===== config.mk =====
export PLATFORM = sky130hd
export DESIGN_NAME = ham_rx_corrector_flat
export DESIGN_NICKNAME = d
export VERILOG_FILES = /design/src/rtl/ham_pkg.sv /design/src/rtl/ham_rx_corrector_if.sv /design/src/rtl/ham_syndrome.sv /design/src/rtl/ham_rx_corrector.sv /design/src/flat_wrapper.sv
export SDC_FILE = /design/constraint.sdc
export NUM_CORES = 1
export LEC_CHECK = 0
export ABC_AREA = 1
export BUFFER_PORTS_ARGS = -buffer_cell sky130_fd_sc_hd__buf_2
export CORE_MARGIN = 2
export CORE_UTILIZATION = 52
export DETAILED_ROUTE_END_ITERATION = 6
export GPL_ROUTABILITY_DRIVEN = 0
export PLACE_DENSITY = 0.79
export SKIP_CTS_REPAIR_TIMING = 1
export SYNTH_ARGS = -nofsm -noshare
export SYNTH_HDL_FRONTEND = slang
export SYNTH_SLANG_ARGS = --single-unit

===== constraint.sdc =====
create_clock -name clk -period 1.3 [get_ports clk]
set_clock_uncertainty 0.05 [all_clocks]
set_input_delay 0.13 -clock clk [delete_from_list [all_inputs] [get_ports clk]]
set_output_delay 0.13 -clock clk [all_outputs]
set_load 0.01 [all_outputs]

===== src/rtl/ham_pkg.sv =====
// Shared Hamming(7,4) types and bit-position constants.
// Codeword layout: idx0=p1 idx1=p2 idx2=d0 idx3=p4 idx4=d1 idx5=d2 idx6=d3.
package ham_pkg;

  typedef logic [6:0] codeword_t;
  typedef logic [3:0] data_t;
  typedef logic [2:0] syndrome_t;

  localparam int P1_IDX = 0;
  localparam int P2_IDX = 1;
  localparam int D0_IDX = 2;
  localparam int P4_IDX = 3;
  localparam int D1_IDX = 4;
  localparam int D2_IDX = 5;
  localparam int D3_IDX = 6;

  // Codeword bits covered by each check bit.
  localparam codeword_t C1_MASK = 7'b1010101;
  localparam codeword_t C2_MASK = 7'b1100110;
  localparam codeword_t C3_MASK = 7'b1111000;

endpackage


===== src/rtl/ham_rx_corrector_if.sv =====
// Codeword in / corrected beat out valid-ready bundle.
// master: upstream+downstream side; slave: the corrector.
interface ham_rx_corrector_if;
  import ham_pkg::*;

  logic      in_valid;
  logic      in_ready;
  codeword_t in_code;
  logic      out_valid;
  logic      out_ready;
  data_t     out_data;
  syndrome_t out_syndrome;
  logic      out_corrected;

  modport master (
    output in_valid, in_code, out_ready,
    input  in_ready, out_valid, out_data,
    input  out_syndrome, out_corrected
  );

  modport slave (
    input  in_valid, in_code, out_ready,
    output in_ready, out_valid, out_data,
    output out_syndrome, out_corrected
  );

endinterface


===== src/rtl/ham_syndrome.sv =====
// Combinational Hamming(7,4) syndrome and single-bit correction.
// in: code; out: syn {c3,c2,c1}, data {d3,d2,d1,d0} after correction.
module ham_syndrome
  import ham_pkg::*;
(
  input  codeword_t code,
  output syndrome_t syn,
  output data_t     data
);

  codeword_t fixed;

  always_comb begin
    syn = {^(code & C3_MASK),
           ^(code & C2_MASK),
           ^(code & C1_MASK)};
    fixed = code;
    // Non-zero syndrome is the 1-based position of the bad bit.
    if (syn != 3'd0)
      fixed[syn - 3'd1] = ~code[syn - 3'd1];
    data = {fixed[D3_IDX], fixed[D2_IDX],
            fixed[D1_IDX], fixed[D0_IDX]};
  end

endmodule


===== src/rtl/ham_rx_corrector.sv =====
// 2-stage Hamming(7,4) receive corrector with optional error counter.
// Ports: clk, rst_n, bus (slave), err_clr, err_count. Macro HAM_ERR_CNT_EN.
module ham_rx_corrector
  import ham_pkg::*;
#(
  parameter int CNT_W = 8
) (
  input  logic                 clk,
  input  logic                 rst_n,
  ham_rx_corrector_if.slave    bus,
  input  logic                 err_clr,
  output logic [CNT_W-1:0]     err_count
);

  syndrome_t c_syn;
  data_t     c_data;

  ham_syndrome u_syn (
    .code (bus.in_code),
    .syn  (c_syn),
    .data (c_data)
  );

  logic      s1_valid;
  syndrome_t s1_syn;
  data_t     s1_data;
  logic      s2_ready;

  assign s2_ready     = !bus.out_valid | bus.out_ready;
  assign bus.in_ready = !s1_valid | s2_ready;

  always_ff @(posedge clk or negedge rst_n) begin
    if (!rst_n) begin
      s1_valid          <= 1'b0;
      s1_syn            <= '0;
      s1_data           <= '0;
      bus.out_valid     <= 1'b0;
      bus.out_data      <= '0;
      bus.out_syndrome  <= '0;
      bus.out_corrected <= 1'b0;
    end else begin
      if (bus.in_ready) begin
        s1_valid <= bus.in_valid;
        if (bus.in_valid) begin
          s1_syn  <= c_syn;
          s1_data <= c_data;
        end
      end
      if (s2_ready) begin
        bus.out_valid <= s1_valid;
        if (s1_valid) begin
          bus.out_data      <= s1_data;
          bus.out_syndrome  <= s1_syn;
          bus.out_corrected <= |s1_syn;
        end
      end
    end
  end

`ifdef HAM_ERR_CNT_EN
  logic fire;

  assign fire = bus.out_valid & bus.out_ready
              & bus.out_corrected;

  always_ff @(posedge clk or negedge rst_n) begin
    if (!rst_n)
      err_count <= '0;
    else if (err_clr)
      err_count <= '0;
    else if (fire && !(&err_count))
      err_count <= err_count + 1'b1;
  end
`else
  logic unused_clr;

  assign unused_clr = err_clr;
  assign err_count  = '0;
`endif

endmodule

===== src/flat_wrapper.sv =====
// flat-port wrapper written by rule: the top's interface ports become plain ports
module ham_rx_corrector_flat import ham_pkg::*;
#(
  parameter int CNT_W = 8
)
  (clk, rst_n, err_clr, err_count, bus_in_valid, bus_in_code, bus_out_ready, bus_in_ready, bus_out_valid, bus_out_data, bus_out_syndrome, bus_out_corrected);
  ham_rx_corrector_if bus_i ();
  input  logic clk;
  input  logic rst_n;
  input  logic err_clr;
  output logic [CNT_W-1:0] err_count;
  input wire logic [$bits(bus_i.in_valid)-1:0] bus_in_valid;
  input wire logic [$bits(bus_i.in_code)-1:0] bus_in_code;
  input wire logic [$bits(bus_i.out_ready)-1:0] bus_out_ready;
  output wire logic [$bits(bus_i.in_ready)-1:0] bus_in_ready;
  output wire logic [$bits(bus_i.out_valid)-1:0] bus_out_valid;
  output wire logic [$bits(bus_i.out_data)-1:0] bus_out_data;
  output wire logic [$bits(bus_i.out_syndrome)-1:0] bus_out_syndrome;
  output wire logic [$bits(bus_i.out_corrected)-1:0] bus_out_corrected;
  assign bus_i.in_valid = bus_in_valid;
  assign bus_i.in_code = bus_in_code;
  assign bus_i.out_ready = bus_out_ready;
  assign bus_in_ready = bus_i.in_ready;
  assign bus_out_valid = bus_i.out_valid;
  assign bus_out_data = bus_i.out_data;
  assign bus_out_syndrome = bus_i.out_syndrome;
  assign bus_out_corrected = bus_i.out_corrected;
  ham_rx_corrector #(.CNT_W(CNT_W)) u_core (.clk(clk), .rst_n(rst_n), .bus(bus_i), .err_clr(err_clr), .err_count(err_count));
endmodule

==> results of run 1 <==
[stage by stage]
step | setup slack (ps) | utilization (%) | hold WS (ps) | power (W) | cell area, sq um
global placement | -372 | 66.8 | 0.712 | 0.00152 | 1440
finish | 15.9 | 76.3 | 92.8 | 0.00191 | 1640
detailed placement | -413 | 66.8 | 10.8 | 0.00156 | 1440
floorplan | -92.4 | - | -216 | 0.00128 | 1230
CTS | -102 | 68.0 | -302 | 0.00182 | 1460
global route | -61.8 | 76.3 | 115 | 0.00203 | 1640
[final timing paths]
check	from	endpoint	slack [ps]	cells past startpoint
worst min register to register	u_core.s1_data[0]	u_core.s1_data[0]	440	2
worst max-delay path	bus_in_code[3]	u_core.s1_data[2]	20	10
max in group asynchronous	rst_n	u_core.bus.out_syndrome[2]	710	2
worst min-delay path	bus_out_ready	u_core.bus.out_valid	90	4
min in group asynchronous	rst_n	u_core.s1_data[0]	230	2
worst max register to register	u_core.bus.out_valid	u_core.bus.out_syndrome[2]	120	3
[cells in the mapped netlist, drive strengths merged]
| cell type | count | area, sq um |
|---|---|---|
| a21oi | 3 | 18.8 |
| buf | 9 | 71.3 |
| conb | 1 | 3.75 |
| dfrtp | 17 | 425 |
| ha | 1 | 12.5 |
| inv | 13 | 48.8 |
| mux2 | 7 | 78.8 |
| nand2 | 67 | 324 |
| nand3 | 12 | 60.1 |
| nand3b | 1 | 7.51 |
| nand4 | 1 | 6.26 |
| nor2 | 6 | 35.0 |
| nor3 | 3 | 20.0 |
| o21ai | 4 | 20.0 |
| xnor2 | 2 | 17.5 |
| xor2 | 1 | 8.76 |
[flip-flops by register name, summed over array words and instances (netlist names)]
signal                    count
u_core.bus.out_data           4
u_core.s1_data                4
u_core.bus.out_syndrome       3
u_core.s1_syn                 3
u_core.bus.out_corrected      1
u_core.bus.out_valid          1
u_core.s1_valid               1
[kinds of logic after synthesis]
logic type               share of synthesized area [%]
AO/OA/AOI/OAI                                     3.35
flip-flops                                        36.7
buffers and inverters                             10.4
AND/OR/NAND/NOR                                   39.1
XOR/XNOR                                          2.27
adder cells (fa/ha/maj)                           1.08
other                                            0.324
multiplexers                                      6.80
[where the power goes]
part	leakage, nW	internal (W)	switching (W)
logic	0.643	0.000409	0.000464
registers	0.204	0.000681	0.0000804
clock network	0.0150	0.000119	0.000153
total	0.862	0.00121	0.000697
[metal layers]
layer  GRT usage (%)  share of wire (%)
met4            9.46                3.0
met5               0                  0
met1            21.4                 39
met3           0.877                3.0
met2            39.8                 55
[cells in the final DEF, fill, tap and decap left out, types with 6 or more instances in the layout]
cell and n:
sky130_fd_sc_hd__dfrtp_1 17, sky130_fd_sc_hd__buf_4 25, sky130_fd_sc_hd__nand2_1 41, sky130_fd_sc_hd__nand2_2 17
sky130_fd_sc_hd__inv_2 6, sky130_fd_sc_hd__nand3_1 12, sky130_fd_sc_hd__nand2_4 8, sky130_fd_sc_hd__mux2_2 7
sky130_fd_sc_hd__conb_1 8, sky130_fd_sc_hd__buf_2 15
[area by class of cell]
type                            instances  area (sq um)
Sequential cell                        17           425
Multi-Input combinational cell        116           766
Fill cell                             157           509
Tap cell                               28          35.0
Clock buffer                            4          26.3
Timing Repair Buffer                   44           328
Inverter                               13          58.8
[tightest hold or removal path, cell delays in order]
cell	delay (ps)
sky130_fd_sc_hd__buf_2	80
sky130_fd_sc_hd__inv_1	40
sky130_fd_sc_hd__nand2_1	80
sky130_fd_sc_hd__nand2_1	60
==> results, run 1 <==
- IR analysis of the VDD net gives a maximum drop of 0.000691 V.
- The nature of the critical path startpoint is an input port.
- Counting every instance in the synthesized netlist gives 148.
- The die covers 2620 sq um.
- The library cell contributing the largest single delay on the critical path is sky130_fd_sc_hd__ha_4.
- The row count is 17.
- The time the final worst path needs with I/O delays and setup is 1280 ps.
- The sequential element share of the synthesized area is 36.7%.
- Data on the critical path arrives at its endpoint at 1420 ps.
- The detailed router finished its first iteration with 11 violations.
- For this design the static power due to leakage is 0.862 nW.
- The wire length of the first global-routing pass is 3.97 mm.
- The wire length per cell after detailed routing is 11.5 um.
- The latest clock arrival within the worst-skew pair is 290 ps.
- The total number of nets in the final design is 208.
- The number of clock sinks seen by CTS is 17.
- The count of maximum capacitance violations is 0.
- The number of buffers on the longest clock path is 2.
- The final setup TNS is 0 ps.
- The layout-stage area growth over the synthesis result is 41.5%.
- The number of design rule violations left after detail routing is 0.
- The most frequent cell on the critical path is sky130_fd_sc_hd__nand2_1.
- The total global routing overflow is 0.
- The initial core utilization is 53.9%.
- The die boundary width is 51.2 um.
- The H-tree depth is 1.
- The number of antenna violations at the first check in global routing was 0.
- The final HPWL from detailed placement is 1.95 mm.
- The via-per-instance ratio is 4.81.
- The endpoint class of the critical path is a flip-flop.
- The flow ran to the end, and the final reports show no timing, DRC or antenna violations.
- The total length of routed wires is 2.56 mm.
- Global routing consumed, over all layers together, 20.1% of the routing resources.
- The count of endpoints failing hold in the final timing report is 0.
- The number of global-route vias before repair is 1021.
- The total number of vias is 1068.
- Dividing the final minimum period by the clock period gives 98.8%.
- The kind of critical path is in -> reg.
- Measured along the y axis, the die boundary spans 51.2 um.
- The count of input and output buffers is 20.
- The family with the most delay on the worst path is XOR/XNOR gates.
- The number of placed cells counting well taps is 213.
- Setup violations remaining at the end of the flow were counted as 0.
- The number of buffers and inverters on the critical path is 3.
- The count of different cell masters after synthesis is 24.
- Setup repair after global routing could not meet its margin everywhere.
- The placeable core region is 2150 sq um.
- The number of clock buffers inserted by TritonCTS is 3.
- TritonCTS built the clock tree.
- The synthesized design contains 17 register bits.
- 0 antenna diodes ended up in the layout.
- The number of top-level design ports is 30.
- Dividing the synthesized area by the synthesized cell count gives 7.83 sq um.
- The total power divided by cell area is 1160 nW/um^2.
- The Yosys step of the flow raised 0 warnings.
- The worst hold path belongs to the class in -> reg.
- The first detailed-routing pass ran for 4 iterations.
- Walking the worst path, the cells encountered are buf_2 > xnor2_4 > xor2_4 > ha_4 > inv_4 > nand4_1 > inv_1 > nand3_1 > nand2_1 > nand2_1.
- In this design, the stage delay of the slowest critical-path cell is 250 ps.
- The remaining antenna violation count after routing is 0.
- The peak fanout along the critical path is 4.
- The worst endpoint required time is 1440 ps.
- The tree is rooted in a sky130_fd_sc_hd__clkbuf_4.
- The share of post-route cells with drive strength above 1 is 51.0%.
- The clock transition time at the flip-flop clock pins of the worst setup and hold paths is 90 ps.
- The number of pins exceeding their max-slew limit in the final report is 0.
- The maximum number of pins on one net before global-route repair is 18.
- The number of standard cells in the final layout excluding fillers is 222.
- After synthesis the cells add up to 1160 sq um.
- The fmax is 779 MHz.
No activity file was read; power rests on OpenSTA's default activity.
==> inputs of run 2 (changes only) <==
--- a/config.mk
+++ b/config.mk
@@ -8,11 +8,13 @@
 export ABC_AREA = 1
 export BUFFER_PORTS_ARGS = -buffer_cell sky130_fd_sc_hd__buf_2
 export CORE_MARGIN = 2
-export CORE_UTILIZATION = 52
+export CORE_UTILIZATION = 51
 export DETAILED_ROUTE_END_ITERATION = 6
 export GPL_ROUTABILITY_DRIVEN = 0
-export PLACE_DENSITY = 0.79
+export PLACE_DENSITY = 0.78
 export SKIP_CTS_REPAIR_TIMING = 1
+export SLEW_MARGIN = 20
 export SYNTH_ARGS = -nofsm -noshare
 export SYNTH_HDL_FRONTEND = slang
+export SYNTH_HIERARCHICAL = 1
 export SYNTH_SLANG_ARGS = --single-unit
==> results, run 2 <==
- The run finished, with violations left.
- The checks that failed: setup timing.
- The count of buffer and inverter cells on the critical path is 4 (+1).
- Leaving out fill and tap cells, the most frequent cell in the layout is sky130_fd_sc_hd__nand2_1.
- The largest registers in the layout are u_core/bus.out_data: 4 flops, u_core/s1_data: 4 flops.
- The remaining antenna violation count after routing is 0 (unchanged).
- The path class of the tightest hold or removal check is in -> reg.
- The number of pins exceeding their max-slew limit in the final report is 0 (unchanged).
- The total length of routed wires is 2.48 mm (-3.1%).
- The number of top-level design ports was 30 (unchanged).
- The setup-violating endpoint count in the final report came to 4 (+4).
- The placeable core region is 2170 sq um (+0.99%).
- The total number of nets in the final design is 223 (+7.2%).
- In the layout the commonest cells are sky130_fd_sc_hd__nand2_1 (58), sky130_fd_sc_hd__buf_4 (21), sky130_fd_sc_hd__nand2_2 (19).
- The final critical-path share of the clock period came to 105% (+6.5 points).
- The flip-flop and latch count after synthesis is 17 (unchanged).
- The most frequent cell on the critical path is sky130_fd_sc_hd__nand2_2.
- The post-synthesis average cell area was 6.92 sq um (-12%).
- The number of clock buffers inserted by TritonCTS is 3 (unchanged).
- The root buffer cell chosen for the clock tree is sky130_fd_sc_hd__clkbuf_4.
- The kind of cell with the highest combined delay along the critical path is simple AND/OR/NAND/NOR gates.
- The number of diodes is 0 (unchanged).
- The data arrival time at the worst-slack endpoint is 1500 ps (+80 ps).
- The count of maximum capacitance violations is 0 (unchanged).
- The switching power share of the total came to 38.3% (+1.8 points).
- Counting instances in the post-synthesis netlist gives the leading cell types as sky130_fd_sc_hd__nand2_1 (70), sky130_fd_sc_hd__inv_1 (18), sky130_fd_sc_hd__dfrtp_1 (17).
- The cell area after synthesis is 1140 sq um (-1.5%).
- The latest clock arrival within the worst-skew pair came to 280 ps (about the same).
- The static power due to leakage is 0.920 nW (+6.7%).
- The relative contribution of sequential cells to total power is 39.0% (-1.0 points).
- The number of buffers on the longest clock path is 2 (unchanged).
- The initial core utilization is 52.6% (-1.3 points).
- Relative to the synthesized area, the layout overhead comes to 46.4%.
- Yosys attributes the largest share of cell area to sky130_fd_sc_hd__dfrtp_1 (37%), sky130_fd_sc_hd__nand2_1 (23%), sky130_fd_sc_hd__nand2_2 (6.0%), sky130_fd_sc_hd__inv_1 (5.9%), sky130_fd_sc_hd__buf_4 (5.3%).
- The number of global-route vias before repair is 1039 (+1.8%).
- The iteration count of the initial detailed-routing pass is 4 (unchanged).
- The fraction of registers with async set/reset is 100% (unchanged).
- Of all cell types, the one taking the most synthesized area is sky130_fd_sc_hd__dfrtp_1.
- The critical path is of the in -> reg type.
- The library cell contributing the largest single delay on the critical path is sky130_fd_sc_hd__ha_4.
- The worst endpoint required time is 1430 ps (about the same).
- The proportion of netlist area held by the largest area contributor is 37.3% (+0.56 points).
- The H-tree depth is 1 (unchanged).
- The warning count from the yosys run is 6 (+6).
- The post-route total power is 0.00188 W (-1.2%).
- The time the final worst path needs with I/O delays and setup is 1370 ps (+85.0 ps).
- The via-per-instance ratio was 4.68 (-2.6%).
- The die boundary width is 51.3 um (+0.20%).
- The critical path goes through buf_12 > nand2_1 > nand2_2 > nand2_2 > nand2_2 > nand2_2 > inv_2 > ha_4 > inv_4 > nor3_4 > buf_4 > a21oi_2 > nand3_1 > nand2_1.
- The final worst-path setup slack is -69.1 ps (-85.0 ps).
- The detailed router's first-iteration violation count is 23 (+12).
- The part of the power in the clock network is 14.1% (-0.2 points).
- The internal power is 0.00116 W (-3.9%).
- The die outline area is 2630 sq um (+0.39%).
- The wire length of the first global-routing pass is 3.99 mm (+0.35%).
- The gate count of the mapped netlist was 165 (+11%).
- The final HPWL from detailed placement came to 1.84 mm (-5.6%).
- The global routing met2 resource utilization was 39.4% (-0.43 points).
- The row count is 17 (unchanged).
- The number of flops mapped to enable cells by yosys was 0 (unchanged).
- The count of endpoints failing hold in the final timing report was 0 (unchanged).
- The share of post-route cells with drive strength above 1 is 47.8% (-3.2 points).
- The maximum resistive drop on vdd is 0.000711 V (+2.9%).
- The count of different cell masters after synthesis is 21 (-13%).
- The total power divided by cell area came to 1130 nW/um^2 (-3.0%).
- The net switching power was 0.000722 W (+3.6%).
- Setup repair after global routing could not meet its margin everywhere.
- The clock tree from TritonCTS is done.
- The delay of the slowest cell on the worst path is 290 ps (+40 ps).
- The overall fraction of global-route tracks in use was 19.6% (-0.48 points).
- The maximum number of pins on one net before global-route repair is 18 (unchanged).
- The fmax is 730 MHz (-6.2%).
- Yosys instantiated no cell more often than sky130_fd_sc_hd__nand2_1.
- The endpoint class of the critical path is a flip-flop.
- The most used flip-flop cell after synthesis is sky130_fd_sc_hd__dfrtp_1.
- The wire length per cell after detailed routing was 10.5 um (-9.2%).
- The number of design rule violations left after detail routing is 0 (unchanged).
- The clock transition time at the flip-flop clock pins of the worst setup and hold paths is 90 ps (about the same).
- The height of the die is 51.3 um (+0.20%).
- The fraction of met3 tracks used by global routing is 1.17% (+0.29 points).
- The sequential element share of the synthesized area is 37.3% (+0.56 points).
- The number of clock sinks seen by CTS came to 17 (unchanged).
- The nature of the critical path startpoint is an input port.
- The count of input and output buffers was 20 (unchanged).
- The met1 usage in global routing is 20.4% (-1.0 points).
- The total number of vias is 1110 (+3.9%).
- The peak fanout along the critical path is 6 (+2).
- The total global routing overflow is 0 (unchanged).
- After global routing, the most crowded layer is met2.
- The portion of total power attributed to combinational logic is 46.9% (+1.1 points).
- The number of antenna violations at the first check in global routing is 0 (unchanged).
- The worst-case setup slack after placement came to -466 ps (-52.8 ps).
- The final cell utilization of the core is 77.0% (+0.69 points).
run 2: path summary, 6_finish.rpt:
kind | cells after the start | end | startpoint | slack [ps]
max | 14 | u_core/s1_data[0] | bus_in_code[6] | -70
max in group asynchronous | 2 | u_core/bus.out_syndrome[2] | rst_n | 690
min reg2reg | 2 | u_core/s1_syn[2] | u_core/s1_syn[2] | 430
min | 4 | u_core/bus.out_valid | bus_out_ready | 100
max reg2reg | 5 | u_core/bus.out_corrected | u_core/bus.out_valid | 140
min in group asynchronous | 2 | u_core/s1_syn[1] | rst_n | 250
run 2: area by class of cell:
type / instances / area, sq um
Multi-Input combinational cell: 125 / 739
Fill cell: 171 / 499
Clock buffer: 4 / 26.3
Sequential cell: 17 / 425
Timing Repair Buffer: 43 / 334
Tap cell: 28 / 35.0
Inverter: 20 / 110
run 2: power by group through the flow:
| stage | clock, W | sequential [W] | combinational, W |
|---|---|---|---|
| floorplan | 0 | 0.000785 | 0.000439 |
| global placement | 0 | 0.000738 | 0.000701 |
| detailed placement | 0 | 0.000748 | 0.000729 |
| CTS | 0.000276 | 0.000738 | 0.000732 |
| global route | 0.000294 | 0.000751 | 0.000989 |
| finish | 0.000265 | 0.000735 | 0.000884 |
run 2: routing by layer:
layer / vias up / part of all wire [%]
met5: - / 0
met4: 0 / 2.3
met3: 7 / 3.3
met2: 30 / 56
met1: 501 / 38
li1: 572 / -
run 2: through the flow:
step,instance area [sq um],TNS (ps),cells,hold slack (ps)
after floorplan,1230,-567,172,-216
after global placement,1430,-1660,228,7.56
after detailed placement,1430,-1800,228,13.8
after CTS,1450,-632,232,-298
after global routing,1670,-634,237,129
final,1670,-225,237,99.1
run 2: logic make-up after synthesis:
logic type      after synthesis  share of synthesized area (%)
fa+ha+maj                     1                           1.10
buf+inv                      30                           13.3
simple gates                105                           41.2
flops                        17                           37.3
xor+xnor                      3                           2.30
other cells                   1                          0.329
compound gates                8                           4.50
run 2: worst register-to-register path: cells and delay by family (launching register included):
kind,cells,cell delay (ps)
buffers and inverters,1,150
flip-flops,1,430
AND/OR/NAND/NOR,4,440
